<file path="config.mk">
export PLATFORM = sky130hd
export DESIGN_NAME = dds_wave_generator_flat
export DESIGN_NICKNAME = d
export VERILOG_FILES = /design/src/rtl/dds_wave_generator_if.sv /design/src/rtl/dds_wave_generator.sv /design/src/flat_wrapper.sv
export SDC_FILE = /design/constraint.sdc
export NUM_CORES = 1
export LEC_CHECK = 0
export BUFFER_PORTS_ARGS = -buffer_cell sky130_fd_sc_hd__buf_2
export CAP_MARGIN = 20
export CORE_ASPECT_RATIO = 1.1
export CORE_MARGIN = 8
export CORE_UTILIZATION = 40
export DETAILED_ROUTE_END_ITERATION = 6
export MAX_ROUTING_LAYER = met4
export SLEW_MARGIN = 10
export SYNTH_ARGS = -nofsm -noshare
export SYNTH_HDL_FRONTEND = slang
export SYNTH_SLANG_ARGS = --single-unit
</file>
<file path="constraint.sdc">
create_clock -name clk -period 8.4 [get_ports clk]
set_input_delay 0.42 -clock clk [delete_from_list [all_inputs] [get_ports clk]]
set_output_delay 0.42 -clock clk [all_outputs]
set_load 0.02 [all_outputs]
</file>
<file path="src/rtl/dds_wave_generator_if.sv">
// Key inputs and waveform/index outputs of the DDS wave generator.
//   master: drives W/A/P/F_ctrl keys, observes wave_out, period_start, *_idx
//   slave : the generator core
interface dds_wave_generator_if #(
  parameter int unsigned DATA_W = 12,
  parameter int unsigned A_BITS = 3,
  parameter int unsigned F_BITS = 4,
  parameter int unsigned P_BITS = 3
);
  logic              W_ctrl;
  logic              A_ctrl;
  logic              P_ctrl;
  logic              F_ctrl;
  logic [DATA_W-1:0] wave_out;
  logic              period_start;
  logic [1:0]        W_idx;
  logic [A_BITS-1:0] A_idx;
  logic [F_BITS-1:0] F_idx;
  logic [P_BITS-1:0] P_idx;

  modport master (
    output W_ctrl, A_ctrl, P_ctrl, F_ctrl,
    input  wave_out, period_start, W_idx, A_idx, F_idx, P_idx
  );

  modport slave (
    input  W_ctrl, A_ctrl, P_ctrl, F_ctrl,
    output wave_out, period_start, W_idx, A_idx, F_idx, P_idx
  );
endinterface

</file>
<file path="src/rtl/dds_wave_generator.sv">
// Direct-digital-synthesis waveform core driven by four push-button keys.
// Ports:
//   clk    system clock
//   rst_n  synchronous active-low reset
//   bus    dds_wave_generator_if.slave
//          W/A/P/F_ctrl : asynchronous active-high keys
//          wave_out     : offset-binary sample
//          period_start : pulse with the first sample of each period
//          W/A/F/P_idx  : current waveform / amplitude / frequency / phase index
module dds_wave_generator #(
  parameter int unsigned DATA_W     = 12,
  parameter int unsigned ACC_W      = 24,
  parameter int unsigned FREQ_SHIFT = 10,
  parameter int unsigned F_STEPS    = 16,
  parameter int unsigned A_BITS     = 3,
  parameter int unsigned P_BITS     = 3,
  parameter int unsigned DB_CYC     = 1000000
) (
  input logic                 clk,
  input logic                 rst_n,
  dds_wave_generator_if.slave bus
);

  localparam int unsigned F_BITS = $clog2(F_STEPS);
  localparam int unsigned CNT_W  = (DB_CYC > 1) ? $clog2(DB_CYC) : 1;
  localparam int unsigned PW     = DATA_W + A_BITS + 2;
  localparam int unsigned NKEYS  = 4;
  localparam logic [CNT_W-1:0]  CNT_MAX = CNT_W'(DB_CYC - 1);
  localparam logic [DATA_W-1:0] MID     = DATA_W'(1) << (DATA_W - 1);
  localparam logic [15:0]       LFSR_SEED = 16'hACE1;
  localparam logic [15:0]       LFSR_TAPS = 16'hB400;

  // Key order in all key vectors: 0 W, 1 A, 2 P, 3 F
  logic [NKEYS-1:0] keys_c;
  logic [NKEYS-1:0] sync1;
  logic [NKEYS-1:0] sync2;
  logic [NKEYS-1:0] db;
  logic [NKEYS-1:0] db_q;
  logic [NKEYS-1:0] press_c;
  logic [CNT_W-1:0] cnt [NKEYS];

  logic [1:0]        w_idx;
  logic [A_BITS-1:0] a_idx;
  logic [F_BITS-1:0] f_idx;
  logic [P_BITS-1:0] p_idx;

  logic [ACC_W-1:0]  acc;
  logic [ACC_W-1:0]  step_c;
  logic [ACC_W:0]    acc_sum_c;
  logic              wrap_q;
  logic              wrap_s1;
  logic              period_q;
  logic [15:0]       lfsr;

  logic [DATA_W-1:0] ph_c;
  logic [DATA_W-1:0] tri_c;
  logic [DATA_W-1:0] raw_c;
  logic [DATA_W-1:0] raw_q;
  logic signed [DATA_W:0]   s_c;
  logic signed [A_BITS+1:0] amp_c;
  logic signed [PW-1:0]     prod_c;
  logic [DATA_W-1:0] wave_c;
  logic [DATA_W-1:0] wave_q;

  assign keys_c  = {bus.F_ctrl, bus.P_ctrl, bus.A_ctrl, bus.W_ctrl};
  assign press_c = db & ~db_q;

  // Synchronisers and per-key debouncers; db flips after DB_CYC disagreeing cycles
  always_ff @(posedge clk) begin
    if (!rst_n) begin
      sync1 <= '0;
      sync2 <= '0;
      db    <= '0;
      db_q  <= '0;
      for (int k = 0; k < NKEYS; k++) cnt[k] <= '0;
    end else begin
      sync1 <= keys_c;
      sync2 <= sync1;
      db_q  <= db;
      for (int k = 0; k < NKEYS; k++) begin
        if (sync2[k] != db[k]) begin
          if (cnt[k] == CNT_MAX) begin
            db[k]  <= sync2[k];
            cnt[k] <= '0;
          end else begin
            cnt[k] <= cnt[k] + CNT_W'(1);
          end
        end else begin
          cnt[k] <= '0;
        end
      end
    end
  end

  // Index registers; all ranges are powers of two so wrap is natural overflow
  always_ff @(posedge clk) begin
    if (!rst_n) begin
      w_idx <= '0;
      a_idx <= '1;
      f_idx <= '0;
      p_idx <= '0;
    end else begin
      w_idx <= w_idx + 2'(press_c[0]);
      a_idx <= a_idx + A_BITS'(press_c[1]);
      p_idx <= p_idx + P_BITS'(press_c[2]);
      f_idx <= f_idx + F_BITS'(press_c[3]);
    end
  end

  // Phase accumulation and stage-1 raw sample selection
  always_comb begin
    step_c    = (ACC_W'(f_idx) + ACC_W'(1)) << FREQ_SHIFT;
    acc_sum_c = {1'b0, acc} + {1'b0, step_c};
    ph_c      = acc[ACC_W-1 -: DATA_W] + (DATA_W'(p_idx) << (DATA_W - P_BITS));
    tri_c     = ph_c[DATA_W-1] ? ~{ph_c[DATA_W-2:0], 1'b0} : {ph_c[DATA_W-2:0], 1'b0};
    raw_c     = ph_c;
    case (w_idx)
      2'd0:    raw_c = ph_c;
      2'd1:    raw_c = tri_c;
      2'd2:    raw_c = ph_c[DATA_W-1] ? '0 : '1;
      default: raw_c = lfsr[15 -: DATA_W];
    endcase
  end

  // Stage-2 amplitude scaling around mid-scale; product kept at full width
  always_comb begin
    s_c    = $signed({1'b0, raw_q} - {1'b0, MID});
    amp_c  = $signed({1'b0, (A_BITS+1)'(a_idx) + (A_BITS+1)'(1)});
    prod_c = PW'(s_c) * PW'(amp_c);
    wave_c = DATA_W'(prod_c >>> A_BITS) + MID;
  end

  // Datapath registers; the wrap flag rides two extra stages to meet its sample
  always_ff @(posedge clk) begin
    if (!rst_n) begin
      acc      <= '0;
      wrap_q   <= 1'b0;
      wrap_s1  <= 1'b0;
      period_q <= 1'b0;
      lfsr     <= LFSR_SEED;
      raw_q    <= '0;
      wave_q   <= MID;
    end else begin
      acc      <= acc_sum_c[ACC_W-1:0];
      wrap_q   <= acc_sum_c[ACC_W];
      wrap_s1  <= wrap_q;
      period_q <= wrap_s1;
      lfsr     <= {1'b0, lfsr[15:1]} ^ (lfsr[0] ? LFSR_TAPS : 16'h0000);
      raw_q    <= raw_c;
      wave_q   <= wave_c;
    end
  end

  assign bus.wave_out     = wave_q;
  assign bus.period_start = period_q;
  assign bus.W_idx        = w_idx;
  assign bus.A_idx        = a_idx;
  assign bus.F_idx        = f_idx;
  assign bus.P_idx        = p_idx;

endmodule

</file>
<file path="src/flat_wrapper.sv">
// flat-port wrapper written by rule: the top's interface ports become plain ports
module dds_wave_generator_flat 
#(
  parameter int unsigned DATA_W     = 12,
  parameter int unsigned ACC_W      = 24,
  parameter int unsigned FREQ_SHIFT = 10,
  parameter int unsigned F_STEPS    = 16,
  parameter int unsigned A_BITS     = 3,
  parameter int unsigned P_BITS     = 3,
  parameter int unsigned DB_CYC     = 1000000
)
  (clk, rst_n, bus_W_ctrl, bus_A_ctrl, bus_P_ctrl, bus_F_ctrl, bus_wave_out, bus_period_start, bus_W_idx, bus_A_idx, bus_F_idx, bus_P_idx);
  dds_wave_generator_if #(.DATA_W(DATA_W), .A_BITS(A_BITS), .F_BITS((4)), .P_BITS(P_BITS)) bus_i ();
  input logic clk;
  input logic rst_n;
  input wire logic [$bits(bus_i.W_ctrl)-1:0] bus_W_ctrl;
  input wire logic [$bits(bus_i.A_ctrl)-1:0] bus_A_ctrl;
  input wire logic [$bits(bus_i.P_ctrl)-1:0] bus_P_ctrl;
  input wire logic [$bits(bus_i.F_ctrl)-1:0] bus_F_ctrl;
  output wire logic [$bits(bus_i.wave_out)-1:0] bus_wave_out;
  output wire logic [$bits(bus_i.period_start)-1:0] bus_period_start;
  output wire logic [$bits(bus_i.W_idx)-1:0] bus_W_idx;
  output wire logic [$bits(bus_i.A_idx)-1:0] bus_A_idx;
  output wire logic [$bits(bus_i.F_idx)-1:0] bus_F_idx;
  output wire logic [$bits(bus_i.P_idx)-1:0] bus_P_idx;
  assign bus_i.W_ctrl = bus_W_ctrl;
  assign bus_i.A_ctrl = bus_A_ctrl;
  assign bus_i.P_ctrl = bus_P_ctrl;
  assign bus_i.F_ctrl = bus_F_ctrl;
  assign bus_wave_out = bus_i.wave_out;
  assign bus_period_start = bus_i.period_start;
  assign bus_W_idx = bus_i.W_idx;
  assign bus_A_idx = bus_i.A_idx;
  assign bus_F_idx = bus_i.F_idx;
  assign bus_P_idx = bus_i.P_idx;
  dds_wave_generator #(.DATA_W(DATA_W), .ACC_W(ACC_W), .FREQ_SHIFT(FREQ_SHIFT), .F_STEPS(F_STEPS), .A_BITS(A_BITS), .P_BITS(P_BITS), .DB_CYC(DB_CYC)) u_core (.clk(clk), .rst_n(rst_n), .bus(bus_i));
endmodule
</file>
### Yosys cells after proc, flatten, opt, wreduce, memory -nomap -nowiden

Memories as Yosys holds them, arrays and structs flattened.
Cells that the tools add are included.

| word-level totals | value |
|---|---|
| bits in registers | 95 |
| memory bits (writable) | 80 |
| bits of input ports | 6 |
| output and inout port bits | 25 |
| word-level logic and storage cells | 126 |
| memories kept | 1 |

| operators by class | value |
|---|---|
| add/subtract/negate cells | 14 |
| multipliers | 1 |
| equality and inequality tests | 10 |
| mux-type cells | 61 |
| bitwise gates (word level) | 16 |
| reduce and logical (&&, ||, !) cells | 5 |

Memory list:

| memory | words | width | rd ports | clocked after memory_dff | wr ports | RTL line | source |
|---|---|---|---|---|---|---|---|
| u_core.cnt | 4 | 20 | 4 | 0 | 4 | dds_wave_generator.sv:40 | `logic [CNT_W-1:0] cnt [NKEYS];` |

Operators by type and width:

| cell | number |
|---|---|
| two-way mux 20 bit | 12 |
| adder 20 x 1 -> 20 bit, second input constant | 4 |
| == test 20 bit, second input constant | 4 |
| two-way mux 1 bit | 45 |
| one-hot mux 12 bit (3 select lines) | 1 |
| adder 24 x 24 -> 25 bit | 1 |
| two-way mux 12 bit | 2 |
| two-way mux 16 bit | 1 |
| XOR 15 x 16 -> 16 bit | 1 |
| multiplier 13 x 5 -> 15 bit | 1 |
| subtractor 12 x 12 -> 13 bit, second input constant | 1 |
| adder 12 bit | 1 |
| adder 12 bit, second input constant | 1 |
| inverter 12 bit | 1 |
| bitwise OR 1 bit | 12 |
| AND reduction 2 bit | 4 |
| adder 3 x 1 -> 3 bit | 2 |
| adder 4 x 1 -> 5 bit, second input constant | 1 |
| adder 3 x 1 -> 4 bit, second input constant | 1 |
| adder 4 x 1 -> 4 bit | 1 |
| AND 4 bit | 1 |
| inequality test 1 bit | 4 |
| inverter 4 bit | 1 |
| adder 2 x 1 -> 2 bit | 1 |
| 3 further kinds | 3 |

### Logic depth before layout (Yosys ltp)

An unclocked memory read counts as a cell.

| logic depth | value |
|---|---|
| depth after elaboration | 9 |
| gate-level depth with buffers | 15 |
| depth with buffers taken out | 14 |

### Least setup slack after synthesis

Ideal clock, no wire load.

| timing | value |
|---|---|
| path type | register -> register |
| from | register u_core.a_idx[0], in the netlist u_core.bus.A_idx[0] |
| to | register u_core.wave_q[11], in the netlist u_core.bus.wave_out[11] |
| library setup time | 0.125 ns |
| arrival time | 4.168 ns |
| data required time | 8.275 ns |
| path slack | 4.106 ns |
| cell stages (with the launch flop) | 16 |
| buffers on the path | 1 |
| clock period less this slack | 4.294 ns |
| cells stage by stage | dfxtp_1 -> ha_1 -> xor2_1 -> clkbuf_1 -> and2_1 -> ha_1 -> fa_1 -> inv_1 -> fa_1 -> inv_1 -> ha_1 -> a21o_1 -> or3_1 -> o2111a_1 -> a2111oi_2 -> nor2b_1 |

| on the way | value |
|---|---|
| cells in the longest elaborated chain, start to end | 3 |

RTL lines:

| what | RTL line | source |
|---|---|---|
| from (decl) | dds_wave_generator.sv:43 | `logic [A_BITS-1:0] a_idx;` |
| from (signal assigned) | dds_wave_generator.sv:104 | `a_idx <= a_idx + A_BITS'(press_c[1]);` |
| adder 3 x 1 -> 4 bit | dds_wave_generator.sv:128 | `amp_c = $signed({1'b0, (A_BITS+1)'(a_idx) + (A_BITS+1)'(1)});` |
| multiplier 13 x 5 -> 15 bit | dds_wave_generator.sv:129 | `prod_c = PW'(s_c) * PW'(amp_c);` |
| adder 12 bit | dds_wave_generator.sv:130 | `wave_c = DATA_W'(prod_c >>> A_BITS) + MID;` |
| to (signal assigned) | dds_wave_generator.sv:150 | `wave_q <= wave_c;` |
| to (decl) | dds_wave_generator.sv:63 | `logic [DATA_W-1:0] wave_q;` |

Every way passes these cells.
A chain may end at the register's enable or synchronous reset.

### Final worst setup path

Ends and elaborated chain as after synthesis.

==> flow_metrics.py <==
metrics = {
    "drt": {
        "first_iter_violations": 193,
        "wl_per_cell_um": 12.1,
        "ant_nets": 0,
        "drcViolationCount": 0,
        "viasPerCell": 4.70,
        "first_pass_iters": 4,
        "routed_wl_um": 16200,
        "num_vias": 6295,
    },
    "floorplan": {
        "die_w_um": 160,
        "die_area_um2": 28000,
        "design.core.area_um2": 22700,
        "fp.dieH_um": 175,
        "rows": 58,
        "initial_utilization_pct": 40.3,
        "pin_count": 31,
    },
    "sta": {
        "rsz0062_at_grt": "no",
        "fin_ws_ps": 3550,
        "finalMaxSlewViolations": 0,
        "final.min_clock_period_ps": 4850,
        "tightest_slew_ps": 898,
        "fin_crit_sh_pct": 57.8,
        "tns_ps": 0,
        "relSlewSlack_pct": 40.0,
        "finalSetupViolations": 0,
        "fin_worst_skew_ps": 13.2,
        "finalHoldViolCount": 0,
        "max_freq_mhz": 206,
    },
    "layout": {
        "most-common-layout-cells": "125 x nor2_1, 85 x dfxtp_1, 80 x edfxtp_1, 80 x conb_1, 62 x xnor2_1",
        "antenna_cells": 0,
        "final_cell_area_um2": 10500,
        "final_common_cell": "nor2_1",
        "final_util_pct": 46.0,
        "layout-drive-gt1-share_pct": 7.03,
        "nets": 1099,
        "area_delta_synth_final_pct": 14.1,
    },
    "global_route": {
        "grt_pass1_wl_um": 28400,
        "grt_pass1_vias": 6282,
        "grt_max_degree": 52,
        "antenna_found_initial": 0,
        "grtUsageMet3_pct": 2.82,
        "track_usage_pct": 12.5,
        "use_met1_pct": 15.0,
        "overflow": 0,
        "busiest_layer": "met2",
        "grt_use_met2_pct": 20.2,
    },
    "setup_path": {
        "cp.arrival_ps": 5150,
        "end_kind": "flip-flop",
        "worstPathCellList": "ha_1 -> xor2_1 -> and2_1 -> ha_1 -> fa_1 -> inv_1 -> fa_1 -> inv_1 -> ha_1 -> a21o_1 -> or3_1 -> o2111a_1 -> a2111oi_2 -> nor2b_1",
        "slowest_delay_ps": 680,
        "startpoint_type": "flip-flop",
        "cp_slowest_cell": "dfxtp_1",
        "crit_fanout": 18,
        "path_class": "flip-flop to flip-flop",
        "required_ps": 8700,
        "crit_top_cell": "ha_1",
    },
    "power": {
        "p_int_mw": 1.32,
        "vdd_drop_max_mv": 0.133,
        "p_switching_uw": 372,
        "combPwrFrac_pct": 3.2,
        "p_per_area_nw_per_um2": 162,
        "p_seq_share_pct": 52.6,
        "clockPowerShare_pct": 44.1,
        "leakagePower_nw": 4.31,
        "switching_share_pct": 22.0,
    },
    "placed_design": {
        "dp_hpwl_um": 11600,
        "postPlaceCellArea_um2": 9890,
        "gp_congestion": 0.786,
        "portBuffers": 30,
        "detailedPlace.worstSlack_ps": 3530,
    },
    "job": {
        "cap_violations": 0,
    },
    "cts": {
        "cts_resized": 0,
        "cts_root_buffer": "clkbuf_16",
        "clkSlewWorstSetupHoldPaths_ps": 60,
        "cts_tree": "yes",
        "htreeDepth": 4,
        "insertion_delay_ps": 420,
        "cts_sinks": 165,
        "cts_max_path_buffers": 2,
        "hold_buffers": 0,
        "post_cts_buffers": 0,
        "cts_buffers": 17,
    },
    "yosys": {
        "synth-seq-cells": 165,
        "async_reset_ff_share_pct": 0,
        "ys_types": 54,
        "yosys.area.top_type": "edfxtp_1",
        "yosysSeqAreaShare_pct": 44.8,
        "synthTopCellsByArea": "edfxtp_1 26%, dfxtp_1 19%, ha_1 6.0%",
        "synth_ff_type": "dfxtp_1",
        "yosysWarnings": 0,
        "synth_edf_count": 80,
        "syn_area_per_cell_um2": 9.91,
        "syn-cell-area_um2": 9160,
        "synth_top_cell_area_share_pct": 26.2,
        "synthCells": 924,
    },
    "min_path": {
        "hold_path_class": "input port to flip-flop",
    },
    "outcome": {
        "run_status": "complete, no violations",
    },
}
==> cell usage after synthesis (all sizes together) (2+ instances only) <==
cell and count:
a21o 8, nand3 35, o211ai 10, o311a 8
or4 6, xor2 43, inv 61, buf 6
o21ai 6, nor4 11, nor4b 5, nand2b 19
or2 6, dfxtp 85, nor2b 12, nor3b 2
nand2 55, o21bai 2, nor3 22, a31oi 2
edfxtp 80, nand4 17, o2111a 2, mux2i 8
and2 60, fa 24, o31ai 8, xnor2 62
and4 5, clkbuf 24, a21oi 21, or3 10
ha 44, nor2 125, o21a 6, and3 11
==> sequential cells by signal (all words and copies together) (netlist names), 12 cells and up <==
signal               cells
u_core.cnt              80
u_core.lfsr             16
u_core.acc              14
u_core.bus.wave_out     12
u_core.raw_q            12
==> cell type report <==
type / count / area (um^2)
fillers: 2197 / 12300
clock inverters: 11 / 100
well taps: 300 / 375
flip-flops and latches: 165 / 4100
clock buffers: 21 / 464
repair buffers: 33 / 173
multi-input cells: 747 / 5000
inverters: 61 / 229
==> worst max-delay path, delay by kind of cell, from the launching register on <==
| family | cells | cell delay [ps] |
|---|---|---|
| adders and majority gates | 5 | 1960 |
| AOI/OAI and AO/OA | 3 | 770 |
| DFF | 1 | 680 |
| and+or+nand+nor | 3 | 670 |
| xor gates and xnor gates | 1 | 560 |
| buffers and inverters | 2 | 90 |
==> cells by family (layout without fill, tap and decap cells) <==
group | after synthesis | in the layout | synth area share, %
flops | 165 | 165 | 44.8
other cells | 1 | 80 | 0.0409
mux | 8 | 8 | 0.874
fa+ha+maj | 68 | 68 | 11.3
buf+inv | 91 | 126 | 3.80
simple gates | 401 | 401 | 22.2
xor+xnor | 107 | 107 | 10.5
compound gates | 83 | 83 | 6.53
==> stage by stage <==
stage | hold slack, ps | instances | total power, mW
6_report | 210 | 1338 | 1.69
5_1_grt | 199 | 1338 | 1.76
4_1_cts | 189 | 1338 | 1.72
3_5_place_dp | 405 | 1306 | 0.963
3_3_place_gp | 412 | 1306 | 0.962
2_1_floorplan | 386 | 1003 | 0.947
==> per-layer routing <==
layer	vias to the layer above	routed length (um)
li1	3275	-
met1	2938	7810
met2	62	7540
met3	20	572
met4	0	248
met5	-	0
==> power by group through the flow <==
stage / registers, mW / clock network (mW) / logic, mW
6_report: 0.890 / 0.747 / 0.0550
5_1_grt: 0.894 / 0.802 / 0.0647
4_1_cts: 0.891 / 0.774 / 0.0553
3_5_place_dp: 0.908 / 0 / 0.0548
3_3_place_gp: 0.907 / 0 / 0.0544
2_1_floorplan: 0.902 / 0 / 0.0447
==> worst paths after layout <==
check	startpoint	endpoint	slack, ps	cells past startpoint
worst min-delay path	bus_P_ctrl	u_core.sync1[2]	210	2
worst min register to register	u_core.lfsr[1]	u_core.lfsr[0]	420	1
worst max register to register	u_core.bus.A_idx[0]	u_core.bus.wave_out[11]	3550	14
worst max-delay path	u_core.bus.A_idx[0]	u_core.bus.wave_out[11]	3550	14
No activity file was read; power rests on OpenSTA's default activity.
